### config.mk
export PLATFORM = sky130hd
export DESIGN_NAME = pipeline_control
export DESIGN_NICKNAME = d
export VERILOG_FILES = /design/src/rtl/pipeline_pkg.sv /design/src/rtl/pipeline_control_hazard_detect.sv /design/src/rtl/pipeline_control.sv
export SDC_FILE = /design/constraint.sdc
export NUM_CORES = 1
export LEC_CHECK = 0
export ABC_CLOCK_PERIOD_IN_PS = 2000
export BUFFER_PORTS_ARGS = -buffer_cell sky130_fd_sc_hd__buf_2
export CAP_MARGIN = 20
export CORE_AREA = 4 4 84 86
export DETAILED_ROUTE_END_ITERATION = 8
export DIE_AREA = 0 0 88 90
export GPL_TIMING_DRIVEN = 0
export PLACE_DENSITY = 0.42
export REMOVE_ABC_BUFFERS = 1
export SKIP_LAST_GASP = 1
export SLEW_MARGIN = 20
export SYNTH_ARGS = -nofsm -noshare
export SYNTH_HDL_FRONTEND = slang
export SYNTH_SLANG_ARGS = --single-unit
export TNS_END_PERCENT = 10
### constraint.sdc
create_clock -name CLK -period 2 [get_ports CLK]
set_input_delay 0.4 -clock CLK [delete_from_list [all_inputs] [get_ports CLK]]
set_output_delay 0.4 -clock CLK [all_outputs]
set_load 0.02 [all_outputs]
### src/rtl/pipeline_pkg.sv
// Shared constants and types for the MISC-V pipeline control slice.
package pipeline_pkg;

    // Register-file index width and machine word width.
    localparam int REG_ADDR_W = 4;
    localparam int DATA_W     = 16;

    // Sequencer states.
    typedef enum logic [1:0] {
        S_INIT = 2'd0,
        S_RUN  = 2'd1,
        S_WAIT = 2'd2
    } state_t;

endpackage

### src/rtl/pipeline_control_hazard_detect.sv
// Load-use hazard compare: the instruction in ID reads a register that the
// load currently in EX has not yet produced. Kept separate so a forwarding
// unit can reuse the same compare.
module hazard_detect #(
    parameter int REG_ADDR_W = pipeline_pkg::REG_ADDR_W
) (
    input  logic [REG_ADDR_W-1:0] rs1,
    input  logic [REG_ADDR_W-1:0] rs2,
    input  logic                  uses_rs1,
    input  logic                  uses_rs2,
    input  logic                  ex_mem_read,
    input  logic [REG_ADDR_W-1:0] ex_rd,
    output logic                  load_use
);

    // Index 0 is deliberately treated like any other register.
    always_comb begin
        load_use = ex_mem_read &
                   ((uses_rs1 & (rs1 == ex_rd)) | (uses_rs2 & (rs2 == ex_rd)));
    end

endmodule

### src/rtl/pipeline_control.sv
// Hazard and sequencing controller for the five-stage pipeline: post-reset
// flush sequence, memory-wait freeze with timeout, branch flush, load-use
// stall, plus a saturating stall counter and a sticky memory-error flag.
module pipeline_control #(
    parameter int REG_ADDR_W  = pipeline_pkg::REG_ADDR_W,
    parameter int INIT_CYCLES = 4,
    parameter int MEM_TIMEOUT = 64
) (
    input  logic                            CLK,
    input  logic                            Reset,
    input  logic [REG_ADDR_W-1:0]           IDRs1,
    input  logic [REG_ADDR_W-1:0]           IDRs2,
    input  logic                            IDUsesRs1,
    input  logic                            IDUsesRs2,
    input  logic                            EXMemRead,
    input  logic [REG_ADDR_W-1:0]           EXRd,
    input  logic                            EXBranchTaken,
    input  logic                            MemReq,
    input  logic                            MemReady,
    output logic                            PCWrite,
    output logic                            IFIDWrite,
    output logic                            IDEXWrite,
    output logic                            EXMEMWrite,
    output logic                            MEMWBWrite,
    output logic                            IFIDFlush,
    output logic                            IDEXFlush,
    output logic                            EXMEMFlush,
    output logic                            MEMWBFlush,
    output logic                            Busy,
    output logic                            MemError,
    output logic [pipeline_pkg::DATA_W-1:0] StallCount
);

    import pipeline_pkg::*;

    localparam int INIT_W = (INIT_CYCLES > 1) ? $clog2(INIT_CYCLES) : 1;
    localparam int WAIT_W = $clog2(MEM_TIMEOUT);
    localparam logic [INIT_W-1:0] INIT_LAST = INIT_W'(INIT_CYCLES - 1);
    localparam logic [WAIT_W-1:0] WAIT_LAST = WAIT_W'(MEM_TIMEOUT - 1);

    state_t              state;
    state_t              state_next;
    logic [INIT_W-1:0]   init_cnt;
    logic [WAIT_W-1:0]   wait_cnt;
    logic                force_rel;
    logic                load_use;
    logic                mem_wait;
    logic                timeout;

    // Saturating increment for the stall counter.
    function automatic logic [DATA_W-1:0] sat_inc(input logic [DATA_W-1:0] v);
        return (v == {DATA_W{1'b1}}) ? v : v + 1'b1;
    endfunction

    hazard_detect #(
        .REG_ADDR_W (REG_ADDR_W)
    ) u_hazard (
        .rs1         (IDRs1),
        .rs2         (IDRs2),
        .uses_rs1    (IDUsesRs1),
        .uses_rs2    (IDUsesRs2),
        .ex_mem_read (EXMemRead),
        .ex_rd       (EXRd),
        .load_use    (load_use)
    );

    // Mealy control: stage enables/flushes by priority, plus next state.
    always_comb begin
        PCWrite    = 1'b1;
        IFIDWrite  = 1'b1;
        IDEXWrite  = 1'b1;
        EXMEMWrite = 1'b1;
        MEMWBWrite = 1'b1;
        IFIDFlush  = 1'b0;
        IDEXFlush  = 1'b0;
        EXMEMFlush = 1'b0;
        MEMWBFlush = 1'b0;
        state_next = state;

        Busy = Reset || (state == S_INIT);
        // The cycle after a timeout behaves as if memory had answered.
        mem_wait = MemReq & ~MemReady & ~force_rel;
        timeout  = mem_wait && (wait_cnt == WAIT_LAST);

        if (Busy) begin
            PCWrite    = 1'b0;
            IFIDWrite  = 1'b0;
            IDEXWrite  = 1'b0;
            EXMEMWrite = 1'b0;
            MEMWBWrite = 1'b0;
            IFIDFlush  = 1'b1;
            IDEXFlush  = 1'b1;
            EXMEMFlush = 1'b1;
            MEMWBFlush = 1'b1;
        end else if (mem_wait) begin
            // Freeze everything up to EX_MEM; feed a bubble into WB.
            PCWrite    = 1'b0;
            IFIDWrite  = 1'b0;
            IDEXWrite  = 1'b0;
            EXMEMWrite = 1'b0;
            MEMWBFlush = 1'b1;
        end else if (EXBranchTaken) begin
            // Squash the two wrong-path instructions behind the branch.
            IFIDFlush = 1'b1;
            IDEXFlush = 1'b1;
        end else if (load_use) begin
            // Hold IF/ID for one cycle and insert a bubble into EX.
            PCWrite   = 1'b0;
            IFIDWrite = 1'b0;
            IDEXFlush = 1'b1;
        end

        case (state)
            S_INIT:  state_next = (init_cnt == INIT_LAST) ? S_RUN : S_INIT;
            S_RUN,
            S_WAIT:  state_next = mem_wait ? S_WAIT : S_RUN;
            default: state_next = S_INIT;
        endcase
    end

    // State register.
    always_ff @(posedge CLK) begin
        if (Reset) begin
            state <= S_INIT;
        end else begin
            state <= state_next;
        end
    end

    // Init/wait counters, timeout release, error flag and stall statistics.
    always_ff @(posedge CLK) begin
        if (Reset) begin
            init_cnt   <= '0;
            wait_cnt   <= '0;
            force_rel  <= 1'b0;
            MemError   <= 1'b0;
            StallCount <= '0;
        end else if (state == S_INIT) begin
            if (init_cnt != INIT_LAST) begin
                init_cnt <= init_cnt + 1'b1;
            end
        end else begin
            force_rel <= timeout;
            if (timeout) begin
                MemError <= 1'b1;
                wait_cnt <= '0;
            end else if (mem_wait) begin
                wait_cnt <= wait_cnt + 1'b1;
            end else begin
                wait_cnt <= '0;
            end
            if (!PCWrite) begin
                StallCount <= sat_inc(StallCount);
            end
        end
    end

endmodule

==> reports/qor.yml, run 1 <==
final_net_count: 264
io_buffers: 46
cap_viol_max_count: 0
cts_root_buf: "clkbuf_8"
h-tree-depth: 1
overflow: 0
placed_cell_area_um2: 1813
multi_input_area_um2: 1023
pwr-share-seq_pct: 42.8
slew_violations: 0
ant_nets: 0
synth_top_family_by_area: "simple AND/OR/NAND/NOR gates"
finClkSkew_ps: 7.936
cts_buffers: 3
start_util_pct: 24.48
synth_edf_count: 0
critPathBufInv: 0
core-area_um2: 6277
crit_chain: "and3_1 -> and3_1 -> and3_4 -> a41o_4 -> or4_4 -> a21oi_2"
grt_max_degree: 32
netlist_area_um2: 1536
clock_latency_ps: 280
cts.path.max_buffers: 2
synth-seq-cells: 28
holdPathEnd: "MemError$_SDFFE_PP0P_"
min_from: "MemError$_SDFFE_PP0P_"
relSlewSlack_pct: 66.31
finalHoldViolCount: 0
r2r-end: "StallCount[14]$_SDFFE_PP0P_"
cts.sinks: 28
path_delay_family: "simple AND/OR/NAND/NOR gates"
seq_area_um2: 566.8
critPathMaxFanout: 8
setup-violations-final: 0
avgSynthCellArea_um2: 8.002
synth_cell_types: 37
ff2ff_setup_slack_ps: 9
die_y_um: 90
grt_usage_pct: 11.29
finalCriticalPeriod_ps: 1991
hpwlAfterDp_um: 2572
synth.most_common_cell: "dfxtp_1"
slowest_stage: "or4_4"
synth_top_cell_area_share_pct: 36.48
synth_mux_area_share_pct: 2.036
min_path_cells: 2
grt_pass1_wl_um: 7348
cpMostUsedCell: "and3_1"
yosys-top-cells-count: "dfxtp_1 (28), a21oi_1 (22), nand2_1 (19), nor2_1 (19)"
first_global_vias: 1527
synth-compound-area-share_pct: 18.32
row_count: 29
cp.arrival_ps: 2200
start_kind: "flop"
leakage_nw: 0.7969
min_path_type: "reg2reg"
antenna_found_initial: 0
synth.largest_area_cell: "dfxtp_1"
synth_ff_type: "dfxtp_1"
path_class: "reg2reg"
ys_warn_count: 0
power.density_nw_per_um2: 681.2
synthSimpleGateAreaFrac_pct: 28.01
dieArea_um2: 7920
async_flop_share_pct: 0
netlist_instances: 192
switching_power_uw: 419.0
critPathRequiredTime_ps: 2210
diodes: 0
internal-power_mw: 1.003
rsz0062_at_grt: "true"
synth_area_leaders: "dfxtp_1 (36%), a21oi_1 (7.2%), o31ai_1 (5.4%)"
place_congestion: 0.7040
wire_per_inst_um: 13.92
fin_crit_sh_pct: 99.57
r2r_cells: 6
ir_drop_v: 0.0003571
status: "completed"
fmax_mhz: 502.2
cts_tree: "done"
cp-end-kind: "flop"
routed_wl_um: 4386
p_total_mw: 1.422
critPathMaxStageDelay_ps: 490
finalInstanceArea_um2: 2087
r2r-start: "StallCount[10]$_SDFFE_PP0P_"
syn_to_final_growth_pct: 35.83
pwr-share-clk_pct: 32.1
synth-xor-area-share_pct: 5.130
p_sw_share_pct: 29.47
vias_per_cell: 4.921
comb_power_share_pct: 25.1
drc: 0
drt-pass1-iter-count: 4
drive_above_1_share_pct: 33.19
cts_hold_buf: 0
fillerInstances: 674
pin_count: 47
vias: 1550
die_x_um: 88
drt_iter0_markers: 30
synthAdderAreaFrac_pct: 4.072
synth_seq_area_share_pct: 36.48
worst_pin_slew_ps: 505.4
path_clk_slew_ps: 110
[power by group through the flow]
stage	clock, mW	combinational, mW	sequential (mW)
global placement	0	0.274	0.620
global route	0.489	0.399	0.614
floorplan	0	0.180	0.622
finish	0.456	0.357	0.609
CTS	0.476	0.353	0.608
detailed placement	0	0.276	0.621
[worst max-delay path by stage]
stage	slack, ps	cells after the start	end	startpoint
after global placement	-1690	6	PCWrite	state[0]$_SDFF_PP0_
after CTS	-30	6	StallCount[14]$_SDFFE_PP0P_	StallCount[9]$_SDFFE_PP0P_
after detailed placement	-580	6	IFIDWrite	state[0]$_SDFF_PP0_
after global routing	-30	6	StallCount[14]$_SDFFE_PP0P_	StallCount[10]$_SDFFE_PP0P_
after floorplan	-1710	7	StallCount[6]$_SDFFE_PP0P_	state[0]$_SDFF_PP0_
final	9	6	StallCount[14]$_SDFFE_PP0P_	StallCount[10]$_SDFFE_PP0P_
[state kept, by name, indices dropped and copies added, names as in the netlist]
signal / count
state: 2
StallCount: 16
wait_cnt: 6
MemError: 1
init_cnt: 2
force_rel: 1
[layer usage]
metal / track usage [%] / routed length [um]
met1: 15.56 / 2175
met2: 17.96 / 1845
met3: 3.016 / 341
met4: 1.535 / 23
met5: 0 / 0
[area by class of cell]
class                           instances  area share (%)
Clock buffer                            3           1.978
Clock inverter                          1           1.439
Inverter                                7           1.259
Multi-Input combinational cell        147           49.04
Sequential cell                        28           27.16
Tap cell                               77           4.616
Timing Repair Buffer                   52           14.51
[worst min-delay path, stage by stage (launching register included)]
cell	delay [ps]
dfxtp_1	340
a21oi_1	40
nor2_1	70
[cell families after synthesis]
| group | count (synthesis) |
|---|---|
| adders and majority gates | 5 |
| AOI/OAI and AO/OA | 46 |
| DFF | 28 |
| buffers and inverters | 20 |
| xor gates and xnor gates | 9 |
| and+or+nand+nor | 81 |
| muxes | 3 |
[stage by stage]
step | cells | utilization (%) | TNS (ps) | hold slack [ps] | setup slack (ps)
after floorplan | 179 | - | -27730 | 452.1 | -1712
after global placement | 302 | 28.64 | -25780 | 463.1 | -1690
after detailed placement | 302 | 28.88 | -6256 | 459.2 | -577.7
after CTS | 313 | 32.27 | -110.2 | 485.4 | -27.13
after global routing | 315 | 33.25 | -231.9 | 515.1 | -34.84
final | 315 | 33.25 | 0 | 479.3 | 8.649
[layout by cell type (no fill, tap or decap), types with 2 or more instances in the layout]
master	synthesis	final
a41o_2	0	2
a22oi_1	2	2
nand3_1	7	6
clkbuf_8	0	3
nor3b_1	2	2
ha_1	5	4
o21ai_0	5	5
nor2b_1	3	3
a31oi_4	0	2
or4b_1	2	2
or4_1	11	10
o31ai_1	11	11
buf_6	0	2
buf_2	3	43
dfxtp_2	0	5
mux2i_1	2	2
buf_4	3	5
nor2_4	0	2
nand2_1	19	17
nand2b_1	3	3
and3_1	5	4
nand4_1	2	2
dfxtp_1	28	23
o41ai_1	2	2
nor3_1	2	2
a21oi_1	22	21
nor2_1	19	17
xnor2_1	9	9
inv_1	7	7
[timing repair]
item,CTS,global route
setup endpoints to repair,25,17
gates cloned,3,0
pin swaps,2,5
setup buffers,4,2
resized for setup,16,13
Power figures use the tool's default switching activity.
==> run 2, diff against run 1 <==
- CORE_AREA: 4 4 84 86 -> 2 2 82 84
- DIE_AREA: 0 0 88 90 -> 0 0 84 86
==> run 2 against run 1 <==
Via count up 2.0%. Sequential share of layout area up 0.19 points. Critical path depth unchanged. Fmax up 1.8%. Wire length down 0.93%. Clock skew up 2.2 ps. Core utilization down 0.38 points. First-iteration DRC count up 140%. Sequential power about the same. Non-clock buffer count unchanged. Cell area down 1.1%. Critical path type unchanged.
==> reports/qor.yml, run 2 (synthesized netlist as in run 1, its figures left out) <==
relSlewSlack_pct: 67.47  # +1.2 points
wl_met2_um: 1878  # +1.8%
critPathMaxFanout: 8  # unchanged
worst_pin_slew_ps: 488.0  # -17.46 ps
clock_latency_ps: 280  # about the same
grt_pass1_wl_um: 7120  # -3.1%
fmax_mhz: 511.4  # +1.8%
die_x_um: 84  # -4.5%
cts.sinks: 28  # unchanged
finalCriticalPeriod_ps: 1956  # -35.85 ps
ir_drop_v: 0.0003140  # -12%
diodes: 0  # unchanged
cts_hold_buf: 0  # unchanged
finalHoldViolCount: 0  # unchanged
critPathRequiredTime_ps: 2220  # about the same
syn_to_final_growth_pct: 34.28
mostFrequentLayoutCells: "buf_2 (43), dfxtp_1 (25), a21oi_1 (20)"
routed_wl_um: 4345  # -0.93%
route.met3.wl_um: 308  # -9.7%
cts_tree: "done"
slew_violations: 0  # unchanged
min_path_type: "reg2reg"
row_count: 29  # unchanged
vias: 1581  # +2.0%
cp.arrival_ps: 2170  # -30 ps
setup-violations-final: 0  # unchanged
pin_count: 47  # unchanged
place_ws_ps: -597.6  # -19.91 ps
cp-end-kind: "flop"
h-tree-depth: 1  # unchanged
regMostFlops: "StallCount"
ant_nets: 0  # unchanged
m1WireLength_um: 2158  # -0.78%
cts.path.max_buffers: 2  # unchanged
drt_iter0_markers: 71  # +140%
drive_above_1_share_pct: 31.93  # -1.3 points
reg_top3: "StallCount (16), wait_cnt (6)"
top_layer_used: "met3"
fin_ws_ps: 44.50  # +35.85 ps
cts_buffers: 3  # unchanged
finClkSkew_ps: 10.17  # +2.239 ps
start_util_pct: 24.48  # unchanged
die_y_um: 86  # -4.4%
largest_reg_flops: 16  # unchanged
io_buffers: 46  # unchanged
status: "completed"
drc: 0  # unchanged
finalSetupTns_ps: 0  # unchanged
final_net_count: 264  # unchanged
overflow: 0  # unchanged
grt_usage_pct: 12.02  # +0.73 points
leakage_nw: 0.7855  # -1.4%
cap_viol_max_count: 0  # unchanged
hpwlAfterDp_um: 2527  # -1.8%
antenna_found_initial: 0  # unchanged
vias_per_cell: 5.019  # +2.0%
rsz0062_at_grt: "true"
dieArea_um2: 7224  # -8.8%
place_congestion: 0.7033  # about the same
drt-pass1-iter-count: 4  # unchanged
fillerInstances: 675  # +0.15%
start_kind: "flop"
power.density_nw_per_um2: 638.7  # -6.2%
cts_root_buf: "clkbuf_8"
grt_max_degree: 32  # unchanged
path_clk_slew_ps: 100  # about the same
core-area_um2: 6277  # unchanged
final_util_pct: 32.87  # -0.38 points
wire_per_inst_um: 13.79  # -0.93%
path_class: "reg2reg"
first_global_vias: 1467  # -3.9%
fin_crit_sh_pct: 97.78  # -1.8 points
layout_commonest_cell: "buf_2"
run 2: layout make-up:
cell class	count	area (um^2)	area share, %
sequential	28	564.3	27.35
multi-input combinational	147	1031	49.97
timing repair buffer	52	290.3	14.07
tap	77	96.34	4.669
inverter	7	26.28	1.273
clock buffer	4	55.05	2.668
run 2: per-layer routing:
layer	track usage [%]	up-vias
met5	0	-
met4	1.760	0
met3	3.176	0
met2	20.00	57
met1	16.07	726
li1	-	798
run 2: power breakdown:
part	internal [mW]	total, mW	switching [mW]	leakage, nW
combinational	0.147	0.352	0.205	0.529
clock	0.176	0.359	0.182	0.0288
sequential	0.587	0.607	0.0197	0.228
total	0.911	1.32	0.407	0.786
run 2: final timing paths:
| check | start | to | slack [ps] | cells past startpoint |
|---|---|---|---|---|
| max | StallCount[10]$_SDFFE_PP0P_ | StallCount[13]$_SDFFE_PP0P_ | 40 | 6 |
| min | MemError$_SDFFE_PP0P_ | MemError$_SDFFE_PP0P_ | 490 | 2 |
| max reg2reg | StallCount[10]$_SDFFE_PP0P_ | StallCount[13]$_SDFFE_PP0P_ | 40 | 6 |
| min reg2reg | MemError$_SDFFE_PP0P_ | MemError$_SDFFE_PP0P_ | 490 | 2 |
run 2: through the flow:
| stage | cell area, um^2 | std cells | power, mW | hold WS [ps] |
|---|---|---|---|---|
| 2_1_floorplan | 1471 | 179 | 0.8016 | 452.1 |
| 3_3_place_gp | 1798 | 302 | 0.8918 | 448.5 |
| 3_5_place_dp | 1813 | 302 | 0.8963 | 459.7 |
| 4_1_cts | 2018 | 313 | 1.345 | 487.2 |
| 5_1_grt | 2063 | 315 | 1.409 | 510.8 |
| 6_report | 2063 | 315 | 1.318 | 487.1 |
run 2: critical path, cell delays in order (launching register included):
cell	delay, ps
dfxtp_1	340
and3_1	200
and3_1	220
and3_4	210
a41o_4	290
or4_1	490
a21oi_2	140
run 2: what timing repair did:
item / CTS / global route
setup endpoints to repair: 25 / 19
buffers inserted: 4 / 2
gates resized for setup: 19 / 8
cloned: 3 / 0
pin swaps: 2 / 2
hold endpoints to repair: 0 / 0
==> run 3, diff against run 2 <==
- REMOVE_ABC_BUFFERS: 1 -> unset
==> run 3 against run 2 <==
The run now ends with setup timing left. Clock skew increased by 2.1 ps. Critical path depth increased by 1. Cell area increased by 5.0%. Core utilization increased by 1.7 points.
==> reports/qor.yml, run 3 (synthesized netlist as in run 1, its figures left out) <==
grt_pass1_wl_um: 7017  # -1.4%
die_x_um: 84  # unchanged
finalHoldViolCount: 0  # unchanged
min_from: "Reset"
cts_root_buf: "clkbuf_8"
critPathRequiredTime_ps: 2220  # about the same
crit_chain: "and3_1 -> and3_4 -> and3_1 -> a41o_1 -> clkbuf_8 -> or4_1 -> a21oi_2"
core-area_um2: 6277  # unchanged
r2r-start: "StallCount[10]$_SDFFE_PP0P_"
layout_commonest_cell: "buf_2"
cts_buffers: 3  # unchanged
slowest_stage: "or4_1"
h-tree-depth: 1  # unchanged
fin_ws_ps: -9.358  # -53.86 ps
r2r-end: "StallCount[9]$_SDFFE_PP0P_"
largest_reg_flops: 16  # unchanged
pin_count: 47  # unchanged
regMostFlops: "StallCount"
min_path_type: "in2reg"
io_buffers: 46  # unchanged
routed_wl_um: 4337  # -0.18%
syn_to_final_growth_pct: 41.04
setup-violations-final: 5  # +5
cp.arrival_ps: 2230  # +60 ps
fin_crit_sh_pct: 100.5  # +2.7 points
start_kind: "flop"
cpMostUsedCell: "and3_1"
drt_iter0_markers: 55  # -23%
diodes: 0  # unchanged
critPathMaxFanout: 10  # +2
holdPathEnd: "StallCount[1]$_SDFFE_PP0P_"
antenna_found_initial: 0  # unchanged
vias: 1586  # +0.32%
ir_drop_v: 0.0003699  # +18%
reg_top3: "StallCount (16), wait_cnt (6)"
violations: "setup timing"
finClkSkew_ps: 12.29  # +2.119 ps
clock_latency_ps: 280  # about the same
drt-pass1-iter-count: 4  # unchanged
worst_pin_slew_ps: 629.1  # +141.1 ps
hpwlAfterDp_um: 2971  # +18%
finalInstanceArea_um2: 2167  # +5.0%
place_ws_ps: -257.2  # +340.5 ps
die_y_um: 86  # unchanged
power.density_nw_per_um2: 663.3  # +3.8%
dieArea_um2: 7224  # unchanged
drc: 0  # unchanged
overflow: 0  # unchanged
fillerInstances: 676  # +0.15%
cts.path.max_buffers: 2  # unchanged
place_congestion: 0.7140  # +1.5%
grt_max_degree: 17  # -47%
row_count: 29  # unchanged
mostFrequentLayoutCells: "buf_2 (44), dfxtp_1 (22), a21oi_1 (19)"
wire_per_inst_um: 13.22  # -4.1%
grt_usage_pct: 11.77  # -0.25 points
leakage_nw: 0.8647  # +10%
final_net_count: 277  # +4.9%
finalCriticalPeriod_ps: 2009  # +53.86 ps
ff2ff_setup_slack_ps: -9  # -50 ps
vias_per_cell: 4.835  # -3.7%
first_global_vias: 1431  # -2.5%
critPathMaxStageDelay_ps: 480  # about the same
cap_viol_max_count: 0  # unchanged
drive_above_1_share_pct: 38.65  # +6.7 points
status: "finished, violations left"
cp-end-kind: "flop"
path_clk_slew_ps: 110  # about the same
cts_hold_buf: 0  # unchanged
r2r_cells: 7  # +1
relSlewSlack_pct: 58.06  # -9.4 points
min_path_cells: 3  # +1
hold_slack_ps: 461.7  # -25.35 ps
slew_violations: 0  # unchanged
path_class: "reg2reg"
cts_tree: "done"
cts.sinks: 28  # unchanged
synth_nets: 217
start_util_pct: 24.48  # unchanged
p_total_mw: 1.437  # +9.1%
ant_nets: 0  # unchanged
finalSetupTns_ps: -20.26  # -20.26 ps
placed_cell_area_um2: 1909  # +5.3%
fmax_mhz: 497.7  # -2.7%
rsz0062_at_grt: "true"
-- run 3: through the flow --
stage                     cells  util (%)
after floorplan             192         -
after global placement      315     30.42
after detailed placement    315     30.42
after CTS                   327     33.61
after global routing        328     34.52
final                       328     34.52
-- run 3: area by class of cell --
type / instances / area, um^2 / share of cell area, %
Clock buffer: 3 / 41.29 / 1.905
Inverter: 7 / 26.28 / 1.212
Timing Repair Buffer: 56 / 314.1 / 14.49
Multi-Input combinational cell: 144 / 999.7 / 46.13
Sequential cell: 28 / 570.5 / 26.33
Buffer: 12 / 88.84 / 4.099
Tap cell: 77 / 96.34 / 4.446
Clock inverter: 1 / 30.03 / 1.386
-- run 3: worst max-delay path, delay by kind of cell (launching register included) --
kind	cells	cell delay (ps)
compound gates	2	360
buf+inv	1	170
flops	1	340
simple gates	4	1080
-- run 3: worst max path at each step --
stage | start | endpoint | cells past startpoint
detailed placement | EXRd[2] | PCWrite | 9
CTS | state[1]$_SDFF_PP0_ | PCWrite | 9
finish | StallCount[10]$_SDFFE_PP0P_ | StallCount[9]$_SDFFE_PP0P_ | 7
global placement | EXRd[2] | StallCount[14]$_SDFFE_PP0P_ | 8
floorplan | StallCount[10]$_SDFFE_PP0P_ | StallCount[6]$_SDFFE_PP0P_ | 7
global route | StallCount[10]$_SDFFE_PP0P_ | StallCount[9]$_SDFFE_PP0P_ | 7
-- run 3: power breakdown --
group | switching [mW] | total (mW) | internal [mW] | leakage (nW)
sequential | 0.0236 | 0.611 | 0.587 | 0.229
combinational | 0.204 | 0.369 | 0.164 | 0.600
clock | 0.190 | 0.458 | 0.268 | 0.0357
total | 0.418 | 1.44 | 1.02 | 0.865
-- run 3: timing repair --
item,in CTS,in global routing
pin swaps,4,12
setup endpoints to repair,19,18
buffers inserted,8,2
resized for setup,22,15
-- run 3: metal layers --
layer	up-vias	part of all wire, %	wire [um]	global-route usage [%]
met4	0	0.48	21	1.760
met3	4	2.9	126	2.599
met2	24	50	2184	21.09
met5	-	0	0	0
met1	746	46	2005	14.83
li1	812	-	-	-
